File: src/rtl/yonga_can_tx_engine_if.sv
// CAN TX engine bundle: sys-ctrl, packetizer, bit timing, bus.
// YONGA_CAN_TEC_EN adds o_tec / o_err_passive.
interface yonga_can_tx_engine_if #(
  parameter int RW = 2
);
  logic          i_config_enable;
  logic          i_sys_ctrl_sts_send;
  logic          i_pulse_gen_synced;
  logic          i_drive_pulse;
  logic          i_sample_pulse;
  logic          i_message_bit;
  logic          i_packetizer_message_bit;
  logic          i_packetizer_rdy;
  logic          i_ack_slot;
  logic          o_packetizer_en;
  logic          o_pulse_gen_en;
  logic          o_message_bit;
  logic [2:0]    o_sts_code;
  logic          o_sts_valid;
  logic [RW-1:0] o_retry_cnt;
`ifdef YONGA_CAN_TEC_EN
  logic [8:0]    o_tec;
  logic          o_err_passive;
`endif

  modport slave (
    input  i_config_enable,
    input  i_sys_ctrl_sts_send,
    input  i_pulse_gen_synced,
    input  i_drive_pulse,
    input  i_sample_pulse,
    input  i_message_bit,
    input  i_packetizer_message_bit,
    input  i_packetizer_rdy,
    input  i_ack_slot,
    output o_packetizer_en,
    output o_pulse_gen_en,
    output o_message_bit,
    output o_sts_code,
    output o_sts_valid,
    output o_retry_cnt
`ifdef YONGA_CAN_TEC_EN
    , output o_tec
    , output o_err_passive
`endif
  );

  modport master (
    output i_config_enable,
    output i_sys_ctrl_sts_send,
    output i_pulse_gen_synced,
    output i_drive_pulse,
    output i_sample_pulse,
    output i_message_bit,
    output i_packetizer_message_bit,
    output i_packetizer_rdy,
    output i_ack_slot,
    input  o_packetizer_en,
    input  o_pulse_gen_en,
    input  o_message_bit,
    input  o_sts_code,
    input  o_sts_valid,
    input  o_retry_cnt
`ifdef YONGA_CAN_TEC_EN
    , input o_tec
    , input o_err_passive
`endif
  );
endinterface

File: src/rtl/yonga_can_tx_engine.sv
// CAN TX sequencer: idle detect, bit drive/check, arbitration, error frames, retries.
// Define YONGA_CAN_TEC_EN for the transmit error counter and bus-off state.
module yonga_can_tx_engine #(
  parameter int IDLE_BITS      = 11,
  parameter int IFS_BITS       = 3,
  parameter int MAX_RETRIES    = 3,
  parameter int ERR_FLAG_BITS  = 6,
  parameter int ERR_DELIM_BITS = 8,
  parameter int CNT_W          = 6
) (
  input logic i_controller_clk,
  input logic i_controller_rst_n,
  yonga_can_tx_engine_if.slave bus
);
  localparam int RW =
    (MAX_RETRIES < 1) ? 1 : $clog2(MAX_RETRIES + 1);

  typedef enum logic [3:0] {
    S_IDLE,
    S_SYNC,
    S_WAIT,
    S_ARM,
    S_DRIVE,
    S_SAMPLE,
    S_FLAG,
    S_DELIM,
    S_IFS
`ifdef YONGA_CAN_TEC_EN
    , S_BUS_OFF
`endif
  } state_t;

  state_t         state, state_n;
  logic [CNT_W-1:0] ones, ones_n;
  logic [CNT_W-1:0] bcnt, bcnt_n;
  logic [CNT_W-1:0] ecnt, ecnt_n;
  logic           tx, tx_n;
  logic           ide, ide_n;
  logic           ok, ok_n;
  logic [RW-1:0]  retry, retry_n;
  logic [2:0]     code, code_n;
  logic           vld, vld_n;
  logic           msg, msg_n;
  logic           pkt, pkt_n;
  logic           pg, pg_n;
  logic           err_hit, fail, fail_ifs;
  logic           abort;
  logic [RW:0]    retry_inc;
  logic [CNT_W-1:0] arb;

  logic cfg, send, drv, smp, rx, pbit;
  assign cfg  = bus.i_config_enable;
  assign send = bus.i_sys_ctrl_sts_send;
  assign drv  = bus.i_drive_pulse;
  assign smp  = bus.i_sample_pulse;
  assign rx   = bus.i_message_bit;
  assign pbit = bus.i_packetizer_message_bit;

  assign retry_inc = {1'b0, retry} + (RW+1)'(1);
  assign arb = ide ? CNT_W'(33) : CNT_W'(13);

`ifdef YONGA_CAN_TEC_EN
  logic [8:0] tec, tec_n;
  logic [9:0] tec_add;
  logic       cfg_q;
  assign tec_add = {1'b0, tec} + 10'd8;
  assign abort = cfg && state != S_IDLE
              && state != S_BUS_OFF;
`else
  assign abort = cfg && state != S_IDLE;
`endif

  // next-state, counters and outputs
  always_comb begin
    state_n  = state;
    ones_n   = ones;
    bcnt_n   = bcnt;
    ecnt_n   = ecnt;
    tx_n     = tx;
    ide_n    = ide;
    ok_n     = ok;
    retry_n  = retry;
    code_n   = code;
    vld_n    = 1'b0;
    msg_n    = msg;
    pkt_n    = pkt;
    pg_n     = pg;
    err_hit  = 1'b0;
    fail     = 1'b0;
    fail_ifs = 1'b0;
`ifdef YONGA_CAN_TEC_EN
    tec_n    = tec;
`endif
    if (abort) begin
      state_n = S_IDLE;
      pkt_n   = 1'b0;
      pg_n    = 1'b0;
      msg_n   = 1'b1;
    end else begin
      unique case (state)
        S_IDLE: begin
          if (!cfg && send) begin
            state_n = S_SYNC;
            pg_n    = 1'b1;
            retry_n = '0;
          end
        end
        S_SYNC: begin
          if (bus.i_pulse_gen_synced) begin
            state_n = S_WAIT;
            ones_n  = '0;
          end
        end
        S_WAIT: begin
          if (smp) begin
            if (!rx) begin
              ones_n = '0;
            end else if (ones == CNT_W'(IDLE_BITS - 1)) begin
              state_n = S_ARM;
              ones_n  = '0;
              bcnt_n  = '0;
              ide_n   = 1'b0;
              pkt_n   = 1'b1;
            end else begin
              ones_n = ones + 1'b1;
            end
          end
        end
        S_ARM, S_DRIVE: begin
          if (drv) begin
            msg_n   = pbit;
            tx_n    = pbit;
            state_n = S_SAMPLE;
            if (bcnt == CNT_W'(13)) ide_n = pbit;
          end
        end
        S_SAMPLE: begin
          if (smp) begin
            if (bcnt != '1) bcnt_n = bcnt + 1'b1;
            if (bus.i_ack_slot) begin
              if (!rx) begin
                state_n = S_DRIVE;
              end else begin
                code_n  = 3'd1;
                vld_n   = 1'b1;
                err_hit = 1'b1;
              end
            end else if (rx == tx) begin
              if (bus.i_packetizer_rdy) begin
                state_n = S_IFS;
                ok_n    = 1'b1;
                ecnt_n  = '0;
                pkt_n   = 1'b0;
              end else begin
                state_n = S_DRIVE;
              end
            end else if (tx && bcnt < arb) begin
              code_n = 3'd2;
              vld_n  = 1'b1;
              pkt_n  = 1'b0;
              msg_n  = 1'b1;
              fail   = 1'b1;
            end else begin
              code_n  = 3'd4;
              vld_n   = 1'b1;
              err_hit = 1'b1;
            end
          end
        end
        S_FLAG: begin
          if (drv) begin
            msg_n = 1'b0;
            if (ecnt == CNT_W'(ERR_FLAG_BITS - 1)) begin
              state_n = S_DELIM;
              ecnt_n  = '0;
            end else begin
              ecnt_n = ecnt + 1'b1;
            end
          end
        end
        S_DELIM: begin
          if (drv) begin
            msg_n = 1'b1;
            if (ecnt == CNT_W'(ERR_DELIM_BITS - 1)) begin
              state_n = S_IFS;
              ecnt_n  = '0;
              ok_n    = 1'b0;
            end else begin
              ecnt_n = ecnt + 1'b1;
            end
          end
        end
        S_IFS: begin
          if (drv) begin
            msg_n = 1'b1;
            if (ecnt == CNT_W'(IFS_BITS - 1)) begin
              ecnt_n = '0;
              if (ok) begin
                code_n  = 3'd3;
                vld_n   = 1'b1;
                state_n = S_IDLE;
                pg_n    = 1'b0;
`ifdef YONGA_CAN_TEC_EN
                if (tec != '0) tec_n = tec - 9'd1;
`endif
              end else begin
                fail     = 1'b1;
                fail_ifs = 1'b1;
              end
            end else begin
              ecnt_n = ecnt + 1'b1;
            end
          end
        end
`ifdef YONGA_CAN_TEC_EN
        S_BUS_OFF: begin
          if (cfg && !cfg_q) begin
            state_n = S_IDLE;
            tec_n   = '0;
          end
        end
`endif
        default: state_n = S_IDLE;
      endcase

      if (err_hit) begin
        state_n = S_FLAG;
        ecnt_n  = '0;
        pkt_n   = 1'b0;
        ok_n    = 1'b0;
`ifdef YONGA_CAN_TEC_EN
        tec_n = tec_add[9] ? 9'h1FF : tec_add[8:0];
        if (tec_n[8]) begin
          code_n  = 3'd6;
          state_n = S_BUS_OFF;
          msg_n   = 1'b1;
          pg_n    = 1'b0;
        end
`endif
      end

      if (fail) begin
        if (retry_inc > (RW+1)'(MAX_RETRIES)) begin
          code_n  = 3'd5;
          vld_n   = 1'b1;
          state_n = S_IDLE;
          pg_n    = 1'b0;
          pkt_n   = 1'b0;
        end else begin
          retry_n = retry_inc[RW-1:0];
          state_n = S_WAIT;
          ones_n  = fail_ifs ? CNT_W'(IFS_BITS) : '0;
        end
      end
    end
  end

  // state and datapath registers
  always_ff @(posedge i_controller_clk or negedge i_controller_rst_n) begin
    if (!i_controller_rst_n) begin
      state <= S_IDLE;
      ones  <= '0;
      bcnt  <= '0;
      ecnt  <= '0;
      tx    <= 1'b1;
      ide   <= 1'b0;
      ok    <= 1'b0;
      retry <= '0;
      code  <= '0;
      vld   <= 1'b0;
      msg   <= 1'b1;
      pkt   <= 1'b0;
      pg    <= 1'b0;
`ifdef YONGA_CAN_TEC_EN
      tec   <= '0;
      cfg_q <= 1'b0;
`endif
    end else begin
      state <= state_n;
      ones  <= ones_n;
      bcnt  <= bcnt_n;
      ecnt  <= ecnt_n;
      tx    <= tx_n;
      ide   <= ide_n;
      ok    <= ok_n;
      retry <= retry_n;
      code  <= code_n;
      vld   <= vld_n;
      msg   <= msg_n;
      pkt   <= pkt_n;
      pg    <= pg_n;
`ifdef YONGA_CAN_TEC_EN
      tec   <= tec_n;
      cfg_q <= cfg;
`endif
    end
  end

  assign bus.o_packetizer_en = pkt;
  assign bus.o_pulse_gen_en  = pg;
  assign bus.o_message_bit   = msg;
  assign bus.o_sts_code      = code;
  assign bus.o_sts_valid     = vld;
  assign bus.o_retry_cnt     = retry;
`ifdef YONGA_CAN_TEC_EN
  assign bus.o_tec           = tec;
  assign bus.o_err_passive   = tec >= 9'd128;
`endif
endmodule
File: src/flat_wrapper.sv
// flat-port wrapper written by rule: the top's interface ports become plain ports
module yonga_can_tx_engine_flat 
#(
  parameter int IDLE_BITS      = 11,
  parameter int IFS_BITS       = 3,
  parameter int MAX_RETRIES    = 3,
  parameter int ERR_FLAG_BITS  = 6,
  parameter int ERR_DELIM_BITS = 8,
  parameter int CNT_W          = 6
)
  (i_controller_clk, i_controller_rst_n, bus_i_config_enable, bus_i_sys_ctrl_sts_send, bus_i_pulse_gen_synced, bus_i_drive_pulse, bus_i_sample_pulse, bus_i_message_bit, bus_i_packetizer_message_bit, bus_i_packetizer_rdy, bus_i_ack_slot, bus_o_packetizer_en, bus_o_pulse_gen_en, bus_o_message_bit, bus_o_sts_code, bus_o_sts_valid, bus_o_retry_cnt);
  yonga_can_tx_engine_if bus_i ();
  input logic i_controller_clk;
  input logic i_controller_rst_n;
  input wire logic [$bits(bus_i.i_config_enable)-1:0] bus_i_config_enable;
  input wire logic [$bits(bus_i.i_sys_ctrl_sts_send)-1:0] bus_i_sys_ctrl_sts_send;
  input wire logic [$bits(bus_i.i_pulse_gen_synced)-1:0] bus_i_pulse_gen_synced;
  input wire logic [$bits(bus_i.i_drive_pulse)-1:0] bus_i_drive_pulse;
  input wire logic [$bits(bus_i.i_sample_pulse)-1:0] bus_i_sample_pulse;
  input wire logic [$bits(bus_i.i_message_bit)-1:0] bus_i_message_bit;
  input wire logic [$bits(bus_i.i_packetizer_message_bit)-1:0] bus_i_packetizer_message_bit;
  input wire logic [$bits(bus_i.i_packetizer_rdy)-1:0] bus_i_packetizer_rdy;
  input wire logic [$bits(bus_i.i_ack_slot)-1:0] bus_i_ack_slot;
  output wire logic [$bits(bus_i.o_packetizer_en)-1:0] bus_o_packetizer_en;
  output wire logic [$bits(bus_i.o_pulse_gen_en)-1:0] bus_o_pulse_gen_en;
  output wire logic [$bits(bus_i.o_message_bit)-1:0] bus_o_message_bit;
  output wire logic [$bits(bus_i.o_sts_code)-1:0] bus_o_sts_code;
  output wire logic [$bits(bus_i.o_sts_valid)-1:0] bus_o_sts_valid;
  output wire logic [$bits(bus_i.o_retry_cnt)-1:0] bus_o_retry_cnt;
  assign bus_i.i_config_enable = bus_i_config_enable;
  assign bus_i.i_sys_ctrl_sts_send = bus_i_sys_ctrl_sts_send;
  assign bus_i.i_pulse_gen_synced = bus_i_pulse_gen_synced;
  assign bus_i.i_drive_pulse = bus_i_drive_pulse;
  assign bus_i.i_sample_pulse = bus_i_sample_pulse;
  assign bus_i.i_message_bit = bus_i_message_bit;
  assign bus_i.i_packetizer_message_bit = bus_i_packetizer_message_bit;
  assign bus_i.i_packetizer_rdy = bus_i_packetizer_rdy;
  assign bus_i.i_ack_slot = bus_i_ack_slot;
  assign bus_o_packetizer_en = bus_i.o_packetizer_en;
  assign bus_o_pulse_gen_en = bus_i.o_pulse_gen_en;
  assign bus_o_message_bit = bus_i.o_message_bit;
  assign bus_o_sts_code = bus_i.o_sts_code;
  assign bus_o_sts_valid = bus_i.o_sts_valid;
  assign bus_o_retry_cnt = bus_i.o_retry_cnt;
  yonga_can_tx_engine #(.IDLE_BITS(IDLE_BITS), .IFS_BITS(IFS_BITS), .MAX_RETRIES(MAX_RETRIES), .ERR_FLAG_BITS(ERR_FLAG_BITS), .ERR_DELIM_BITS(ERR_DELIM_BITS), .CNT_W(CNT_W)) u_core (.i_controller_clk(i_controller_clk), .i_controller_rst_n(i_controller_rst_n), .bus(bus_i));
endmodule
File: config.mk
export PLATFORM = sky130hd
export DESIGN_NAME = yonga_can_tx_engine_flat
export DESIGN_NICKNAME = d
export VERILOG_FILES = /design/src/rtl/yonga_can_tx_engine_if.sv /design/src/rtl/yonga_can_tx_engine.sv /design/src/flat_wrapper.sv
export SDC_FILE = /design/constraint.sdc
export NUM_CORES = 1
export LEC_CHECK = 0
export ABC_AREA = 0
export BUFFER_PORTS_ARGS = -buffer_cell sky130_fd_sc_hd__clkbuf_2
export CAP_MARGIN = 15
export CORE_ASPECT_RATIO = 0.8
export CORE_UTILIZATION = 35
export CTS_CLUSTER_DIAMETER = 60
export DETAILED_ROUTE_END_ITERATION = 8
export PLACE_DENSITY = 0.49
export SETUP_SLACK_MARGIN = 0.5
export SLEW_MARGIN = 40
export SYNTH_ARGS = -nofsm -noshare
export SYNTH_HDL_FRONTEND = slang
export SYNTH_SLANG_ARGS = --single-unit
File: constraint.sdc
create_clock -name i_controller_clk -period 6.6 [get_ports i_controller_clk]
set_input_delay 0.33 -clock i_controller_clk [delete_from_list [all_inputs] [get_ports i_controller_clk]]
set_output_delay 0.33 -clock i_controller_clk [all_outputs]
set_load 0.05 [all_outputs]
**Yosys cells after proc, flatten, opt, wreduce, memory -nomap -nowiden**

Cells that the tools add are included.

- Word-level logic and storage cells: 230
- Input bits: 11
- Output and inout bits: 9
- Register bits: 34

- Equal/unequal tests: 53
- Bitwise gates (word level): 1
- Add/subtract/negate cells: 4
- Magnitude comparators: 2
- Reduce and logical (&&, ||, !) cells: 20
- Mux-type cells: 137

Operators with widths:

| kind | count |
|---|---|
| 6-bit two-way mux | 23 |
| 4-bit two-way mux | 21 |
| 1-bit two-way mux | 65 |
| 5-bit by 2-bit != test with 1-bit output (second input constant) | 8 |
| 3-bit by 2-bit != test with 1-bit output (second input constant) | 11 |
| 4-bit case mux with 8 select lines | 1 |
| 3-bit two-way mux | 10 |
| 5-bit by 1-bit != test with 1-bit output (second input constant) | 6 |
| 6-bit case mux with 2 select lines | 2 |
| 6-bit case mux with 4 select lines | 1 |
| 6-bit by 1-bit adder with 6-bit output (second input constant) | 3 |
| 4-bit by 3-bit == test with 1-bit output (second input constant) | 4 |
| 16-bit AND reduction | 1 |
| 8-bit AND reduction | 2 |
| 7-bit AND reduction | 2 |
| 6-bit by 3-bit == test with 1-bit output (second input constant) | 2 |
| 6-bit by 4-bit == test with 1-bit output (second input constant) | 2 |
| 2-bit two-way mux | 6 |
| 3-bit by 1-bit != test with 1-bit output (second input constant) | 4 |
| 1-bit case mux with 2 select lines | 6 |
| 5-bit nonzero test | 2 |
| 9-bit AND reduction | 1 |
| 4-bit by 2-bit == test with 1-bit output (second input constant) | 2 |
| 2-bit != test (second input constant) | 4 |
| other kinds (22) | 28 |

**Depth between registers and ports, before layout**

Gate-level depths: netlist of the first run.

- Word-level depth: 13
- Gate-level depth with buffers: 9

**Least setup slack after synthesis of the first run**

OpenSTA, ideal clock, no wires.

- Path kind: register to register
- Start point: register u_core.bcnt[2]
- End point: register u_core.ecnt[4]
- Library setup time: 0.143 ns
- Stages on the path, launching flop included: 8
- Data arrival time: 1.935 ns
- Period minus slack after synthesis: 2.078 ns
- Path slack: 4.522 ns
- Cell sequence: dfrtp_1 -> ha_1 -> nor2b_1 -> o211ai_1 -> a221o_1 -> a211oi_4 -> mux2i_1 -> o21ai_1

- Longest elaborated chain between the ends: 10

RTL lines:

| what | RTL line | source |
|---|---|---|
| start: declaration | yonga_can_tx_engine.sv:35 | `logic [CNT_W-1:0] bcnt, bcnt_n;` |
| start signal: assignment | yonga_can_tx_engine.sv:281 | `bcnt <= bcnt_n;` |
| 6-bit less-than comparator * | yonga_can_tx_engine.sv:157 | `end else if (tx && bcnt < arb) begin` |
| 1-bit logical AND * | yonga_can_tx_engine.sv:157 |  |
| 1-bit two-way mux * | yonga_can_tx_engine.sv:157 |  |
| 1-bit two-way mux * | yonga_can_tx_engine.sv:148 | `end else if (rx == tx) begin` |
| 1-bit two-way mux * | yonga_can_tx_engine.sv:140 | `if (bus.i_ack_slot) begin` |
| 1-bit two-way mux * | yonga_can_tx_engine.sv:138 | `if (smp) begin` |
| 1-bit two-way mux * | yonga_can_tx_engine.sv:100 | `unique case (state)` |
| 1-bit two-way mux * | yonga_can_tx_engine.sv:94 | `if (abort) begin` |
| 3-bit by 2-bit != test with 1-bit output (no source line), or another cell as far along | -- |  |
| 9-bit AND reduction (no source line) | -- |  |
| end signal: assignment | yonga_can_tx_engine.sv:282 | `ecnt <= ecnt_n;` |
| end: declaration | yonga_can_tx_engine.sv:36 | `logic [CNT_W-1:0] ecnt, ecnt_n;` |

Mark *: on every way between the ends. The rest lies on a longest branch, timed or not. The select of a mux whose other input is x is not followed.
A chain may end at the register's enable or synchronous reset.

**Worst setup path after layout of the first run**

- Start point: register u_core.state[0]
- End point: register u_core.code[1] (netlist: u_core.bus.o_sts_code[1])

- Longest elaborated chain between the ends: 4

RTL lines:

| what | RTL line | source |
|---|---|---|
| start: declaration | yonga_can_tx_engine.sv:33 | `state_t state, state_n;` |
| start signal: assignment | yonga_can_tx_engine.sv:279 | `state <= state_n;` |
| 4-bit == test or 4-bit by 3-bit == test with 1-bit output (tied branches) | yonga_can_tx_engine.sv:100 |  |
| 3-bit case mux with 2 select lines or 1-bit case mux with 2 select lines (tied branches) | yonga_can_tx_engine.sv:100 |  |
| 3-bit two-way mux or 1-bit two-way mux (tied branches) | yonga_can_tx_engine.sv:243, yonga_can_tx_engine.sv:94 |  |
| 3-bit two-way mux | yonga_can_tx_engine.sv:242 | `if (fail) begin` |
| end signal: assignment | yonga_can_tx_engine.sv:287 | `code <= code_n;` |
| end: declaration | yonga_can_tx_engine.sv:41 | `logic [2:0] code, code_n;` |

Several ways; a longest one is shown, not always the timed one. The select of a mux whose other input is x is not followed.

==> results of run 1 <==
registers in the layout, indices dropped and copies added, names as in the netlist:
name,count
u_core.bus.o_message_bit,1
u_core.bus.o_packetizer_en,1
u_core.bus.o_sts_valid,1
u_core.bcnt,6
u_core.ok,1
u_core.bus.o_retry_cnt,2
u_core.bus.o_pulse_gen_en,1
u_core.state,4
u_core.ecnt,6
u_core.bus.o_sts_code,3
u_core.tx,1
u_core.ide,1
u_core.ones,6
cell families (layout without fill, tap and decap cells):
logic type	after synthesis	in the layout	synth area share, %
AND/OR/NAND/NOR	136	136	28.3
XOR/XNOR	6	6	1.88
AO/OA/AOI/OAI	100	100	25.7
adder cells (fa/ha/maj)	12	12	5.38
buffers and inverters	36	46	5.65
multiplexers	7	7	2.55
flip-flops	34	34	30.6
report_power, final:
group          leakage (nW)  total [mW]  internal, mW  switching, mW
registers             0.440       0.372         0.267          0.105
clock network        0.0482       0.164        0.0843         0.0796
logic                 0.744       0.427         0.168          0.259
worst max-delay path: stages (launching register included):
cell	delay, ns
dfrtp_1	0.88
nand4bb_1	0.50
nor4_1	0.38
and3_1	0.28
o21ai_1	0.15
a21boi_1	0.17
mux2_2	0.25
layer usage:
metal  track usage (%)  part of all wire, %  up-vias
met4              4.29                  1.1        0
met3              5.19                  7.4       11
met2              29.4                   43       80
li1                  -                    -     1256
met5                 0                    0        -
met1              28.8                   49     1195
metrics by stage:
step	utilization, %	cell area (um^2)	power (mW)
detailed placement	38.9	2940	0.792
global route	40.2	3050	1.05
CTS	40.1	3040	0.964
floorplan	-	2790	0.697
global placement	38.7	2930	0.794
finish	40.2	3050	0.963
cells in the mapped netlist (all sizes together), types with 3 or more instances:
cell type	instances
a21oi	22
clkbuf	7
o2bb2ai	3
inv	19
xor2	3
a221oi	4
mux2i	6
nand4bb	4
and3	5
nand3	13
dfrtp	32
a211oi	5
ha	12
nand2	29
nor2b	8
o21ai	23
and2	3
nand4	4
nand3b	3
a2111o	3
nor3	9
nand2b	9
a31oi	5
nor4	6
xnor2	3
buf	10
nor2	29
layout make-up:
class | count | area [um^2] | area share (%)
well taps | 105 | 131 | 4.31
flip-flops and latches | 34 | 855 | 28.1
clock inverters | 1 | 5.00 | 0.164
multi-input cells | 261 | 1800 | 59.1
repair buffers | 19 | 97.6 | 3.20
clock buffers | 7 | 86.3 | 2.83
inverters | 19 | 71.3 | 2.34
how the worst max path moves through the flow:
stage                                      startpoint                                   end  slack, ns  cells past startpoint
final                     u_core.state[0]$_DFFE_PN0P_  u_core.bus.o_sts_code[1]$_DFFE_PN0N_       3.86                      6
after global routing      u_core.state[0]$_DFFE_PN0P_            u_core.ones[0]$_DFFE_PN0N_       3.68                      6
after CTS                 u_core.state[0]$_DFFE_PN0P_            u_core.ones[3]$_DFFE_PN0N_       3.71                      5
after detailed placement  u_core.state[0]$_DFFE_PN0P_            u_core.ones[3]$_DFFE_PN0N_       3.79                      5
after global placement    u_core.state[0]$_DFFE_PN0P_            u_core.ones[3]$_DFFE_PN0N_       3.74                      5
after floorplan            u_core.bcnt[2]$_DFFE_PN0P_            u_core.ecnt[4]$_DFFE_PN0P_       4.52                      7
==> impl_metrics.toml, run 1 <==
[finish]
layout_common_cells = "dfrtp_1, nand2_1, nor2_1"
insertedDiodeCount = 0
fillers = 804
layout.nets = 363
final_common_cell = "dfrtp_1"
syn2layout_area_growth_pct = 9.10
drive_gt1_share_pct = 13.2
layoutNonFillerInstCount = 446

[worst_setup_path]
critPathArrivalTime_ns = 2.92
path_class = "register to register"
r2r-end = "u_core.bus.o_sts_code[1]$_DFFE_PN0N_"
path_max_fanout = 22
worst_setup_path_start_kind = "register"
r2r_setup_slack_ns = 3.86
worst_ep_required_time_ns = 6.77
r2r-start = "u_core.state[0]$_DFFE_PN0P_"
rr_worst_depth = 6
end_kind = "register"

[grt]
gr-total-overflow = 0
grt_max_degree = 35
grt_usage_pct = 19.9
grt_pass1_wl_mm = 12.5
antenna_found_initial = 0
grt_pass1_vias = 2401

[clocking]
insertion_delay_ns = 0.28
postCtsSetupBuffers = 0
cts_tree = "built"
clock-sinks = 34
path_clk_slew_ns = 0.08
cts_max_level = 2
cts_buffers = 5
cts-hold-fix-buffers = 0
clk_path_buf_depth = 2
cts_root_buf = "clkbuf_8"
cts-resized-gates = 0

[pwr]
p_leak_nw = 1.23
vdd_drop_max_uv = 135
power_density_nw_per_um2 = 316

[synthesis]
synth_seq_cells = 34
synthCells = 331
syn-cell-area_um2 = 2790
synth_cell_types = 69
post-synth-top-area-cell = "dfrtp_1"
synth_edf_count = 0
netlist.area_leader.share_pct = 28.7
synthTopCellsByArea = "dfrtp_1, ha_1, nand2_1"
synthArstFlopShare_pct = 100
ys_warn_count = 0
syn_area_per_cell_um2 = 8.43
synth-seq-area-share_pct = 30.6
synth_flop_cell = "dfrtp_1"
synth_nets = 354

[floorplanning]
io_pins = 20
dieArea_um2 = 8340
core_um2 = 7570
initial_core_util_pct = 36.9
rows = 28
die_w_um = 102
fp.dieH_um = 81.9

[route]
via_count = 2542
routed_wl_mm = 7.67
drt-pass1-iter-count = 5
postRouteAntennaNets = 0
route.detailed.drc = 0
post_drt_wl_per_cell_um = 17.2
viasPerCell = 5.70
drtIter0Drc = 275

[sta]
finalHoldViolations = 0
setup_ws_ns = 3.86
slew_violations = 0
period_needed_ns = 2.74
fmax_mhz = 365
rsz0062_at_grt = "no"
setup_tns_ns = 0
finalCritPeriodShare_pct = 41.5
final.setup_skew_ns = 0.00481
slew_headroom_pct = 44.7
hold_slack_ns = 0.0261
setup_viol = 0
worst_pin_slew_ns = 0.830

[place]
dp_cells = 438
pre_cts_ws_ns = 3.79
dp_hpwl_mm = 5.63
portBuffers = 19
gp_congestion = 0.842

[run]
max_cap_viol_count = 0

[outcome]
run_status = "complete, no violations"

[hold_path]
min_path_type = "primary input to async pin"
(Power assumes the default switching activity.)
==> run 2, diff against run 1 <==
--- a/config.mk
+++ b/config.mk
@@ -5,14 +5,14 @@
 export SDC_FILE = /design/constraint.sdc
 export NUM_CORES = 1
 export LEC_CHECK = 0
-export ABC_AREA = 0
+export ABC_AREA = 1
 export BUFFER_PORTS_ARGS = -buffer_cell sky130_fd_sc_hd__clkbuf_2
 export CAP_MARGIN = 15
 export CORE_ASPECT_RATIO = 0.8
 export CORE_UTILIZATION = 35
 export CTS_CLUSTER_DIAMETER = 60
 export DETAILED_ROUTE_END_ITERATION = 8
-export PLACE_DENSITY = 0.49
+export PLACE_DENSITY = 0.51
 export SETUP_SLACK_MARGIN = 0.5
 export SLEW_MARGIN = 40
 export SYNTH_ARGS = -nofsm -noshare
==> constraint.sdc (replaced) <==
create_clock -name i_controller_clk -period 2.4 [get_ports i_controller_clk]
set_input_delay 0.12 -clock i_controller_clk [delete_from_list [all_inputs] [get_ports i_controller_clk]]
set_output_delay 0.12 -clock i_controller_clk [all_outputs]
set_load 0.05 [all_outputs]
==> impl_metrics.toml, run 2 <==
[synthesis]
post-synth-top-area-cell = "dfrtp_1"
synth_seq_cells = 34
synth_cell_types = 36
syn_area_per_cell_um2 = 6.70
synth_flop_cell = "dfrtp_1"
synthCells = 415
synthTopCellsByArea = "dfrtp_1, nand2_1, inv_1"
synthTopCellsByCount = "nand2_1, inv_1, nor2_1"
synthArstFlopShare_pct = 100
synth_edf_count = 0
syn-cell-area_um2 = 2780
synth-seq-area-share_pct = 30.7
synth_nets = 438
netlist.area_leader.share_pct = 28.8
yosysMostFrequentCell = "nand2_1"
ys_warn_count = 0

[finish]
reg_top3 = "u_core.bcnt (6), u_core.ecnt (6), u_core.ones (6)"
multi_input_area_um2 = 1860
layoutNonFillerInstCount = 569
fin_util_pct = 47.7
insertedDiodeCount = 0
fillers = 769
seq_area_um2 = 858
syn2layout_area_growth_pct = 29.2
drive_gt1_share_pct = 30.6
layout_common_cells = "nand2_1, inv_1, nor2_1"
final_common_cell = "nand2_1"
fin_area_um2 = 3590
layout.nets = 486

[run]
max_cap_viol_count = 0

[grt]
grt_pass1_wl_mm = 12.8
grt_max_degree = 35
antenna_found_initial = 0
use_met1_pct = 31.1
grt_usage_pct = 20.3
grt_use_met2_pct = 28.8
grt_util_met3_pct = 3.74
grt_pass1_vias = 2571
gr-total-overflow = 0
top_usage_layer = "met1"

[worst_setup_path]
path_class = "register to register"
r2r-start = "u_core.ide$_DFFE_PN0P_"
r2r_setup_slack_ns = 0.40
startpoint = "u_core.ide$_DFFE_PN0P_"
end_kind = "register"
rr_worst_depth = 11
path_max_fanout = 4
worst_ep_required_time_ns = 2.63
crit_end = "u_core.state[2]$_DFFE_PN0P_"
worst_setup_path_start_kind = "register"
r2r-end = "u_core.state[2]$_DFFE_PN0P_"
critPathArrivalTime_ns = 2.23

[route]
drt-pass1-iter-count = 5
route.detailed.drc = 0
routed_wl_mm = 7.99
postRouteAntennaNets = 0
post_drt_wl_per_cell_um = 14.0
via_count = 2893
viasPerCell = 5.08
drtIter0Drc = 267

[floorplanning]
initial_core_util_pct = 36.9
rows = 28
core_um2 = 7530
io_pins = 20
die_w_um = 102
dieArea_um2 = 8310
fp.dieH_um = 81.7

[pwr]
vdd_drop_max_uv = 363
power_density_nw_per_um2 = 910
p_leak_nw = 1.77

[clocking]
clk_path_buf_depth = 2
cts_root_buf = "clkbuf_8"
insertion_delay_ns = 0.30
clock-sinks = 34
cts_max_level = 2
path_clk_slew_ns = 0.08
cts_buffers = 5
cts_tree = "built"

[sta]
rsz0062_at_grt = "yes"
finalCritPeriodShare_pct = 83.3
setup_tns_ns = 0
worst_pin_slew_ns = 0.488
setup_viol = 0
fmax_mhz = 500
finalHoldViolations = 0
slew_headroom_pct = 67.5
period_needed_ns = 2.00
slew_violations = 0
final.setup_skew_ns = 0.0118

[place]
portBuffers = 19
dp_hpwl_mm = 5.78
dp_cells = 539
placed_cell_area_um2 = 3010
gp_congestion = 0.900

[outcome]
run_status = "complete, no violations"

[hold_path]
hp-start = "bus_i_packetizer_message_bit"
min_path_type = "primary input to register"
run 2: cell types whose count changed in the layout (fill, tap and decap cells not counted), sizes merged, moves of 8 or more:
cell / before / now
nor2: 29 / 52
nand2b: 9 / 0
a21oi: 22 / 13
nand2: 29 / 123
buf: 0 / 26
o21ai: 23 / 31
inv: 19 / 67
nor2b: 8 / 0
nand3: 13 / 42
run 2: cell type report:
class                           count  share of cell area (%)
Inverter                           68                    7.42
Clock inverter                      3                    1.92
Timing Repair Buffer               46                    9.30
Tap cell                          105                    3.66
Multi-Input combinational cell    308                    51.9
Sequential cell                    34                    23.9
Clock buffer                        5                    1.92
run 2: what timing repair did:
| item | CTS | global route |
|---|---|---|
| pin swaps | 14 | 24 |
| hold buffers | 1 | 0 |
| resized for setup | 28 | 50 |
| endpoints found under the setup margin | 26 | 30 |
| buffers inserted | 11 | 9 |
| cloned | 1 | 0 |
| endpoints found under the hold margin | 32 | 0 |
run 2: logic make-up after synthesis:
| logic type | share of synthesized area [%] |
|---|---|
| AND/OR/NAND/NOR | 40.3 |
| buffers and inverters | 10.4 |
| AO/OA/AOI/OAI | 11.9 |
| flip-flops | 30.7 |
| adder cells (fa/ha/maj) | 5.40 |
| XOR/XNOR | 1.26 |
run 2: through the flow:
stage          hold WS (ns)  total power [mW]  worst slack (ns)
2_1_floorplan        -0.176              1.89             0.535
3_3_place_gp          0.306              2.24             0.311
3_5_place_dp          0.149              2.23             0.274
4_1_cts              0.0825              3.04             0.445
5_1_grt               0.109              3.50             0.329
6_report             0.0952              3.27             0.400
run 2: worst min path at each step:
stage,to,slack (ns),cells past startpoint
2_1_floorplan,u_core.bcnt[0]$_DFFE_PN0P_,-0.18,0
3_3_place_gp,u_core.bcnt[2]$_DFFE_PN0P_,0.31,1
3_5_place_dp,u_core.bcnt[3]$_DFFE_PN0P_,0.15,1
4_1_cts,u_core.tx$_DFFE_PN1P_,0.08,3
5_1_grt,u_core.tx$_DFFE_PN1P_,0.11,3
6_report,u_core.tx$_DFFE_PN1P_,0.1,3
run 2: power by group:
group          internal, mW  switching (mW)  total [mW]  leakage, nW
registers             0.711           0.170       0.881        0.449
clock network         0.416           0.236       0.652       0.0683
logic                 0.614            1.12        1.74         1.25
total                  1.74            1.53        3.27         1.77
run 2: critical path, cell delays in order (launching register included):
cell and delay (ns):
dfrtp_2 0.41, inv_2 0.06, ha_4 0.27, inv_4 0.03
nor2_4 0.14, nand3_4 0.09, nand4_1 0.19, nand2_4 0.11
buf_4 0.17, a211oi_1 0.26, nand2_1 0.10, nand2_1 0.07
run 2: metal layers:
layer | share of wire [%] | vias to the layer above
met2 | 42 | 102
met4 | 1.4 | 0
met5 | 0 | -
met3 | 5.7 | 14
met1 | 51 | 1334
li1 | - | 1443
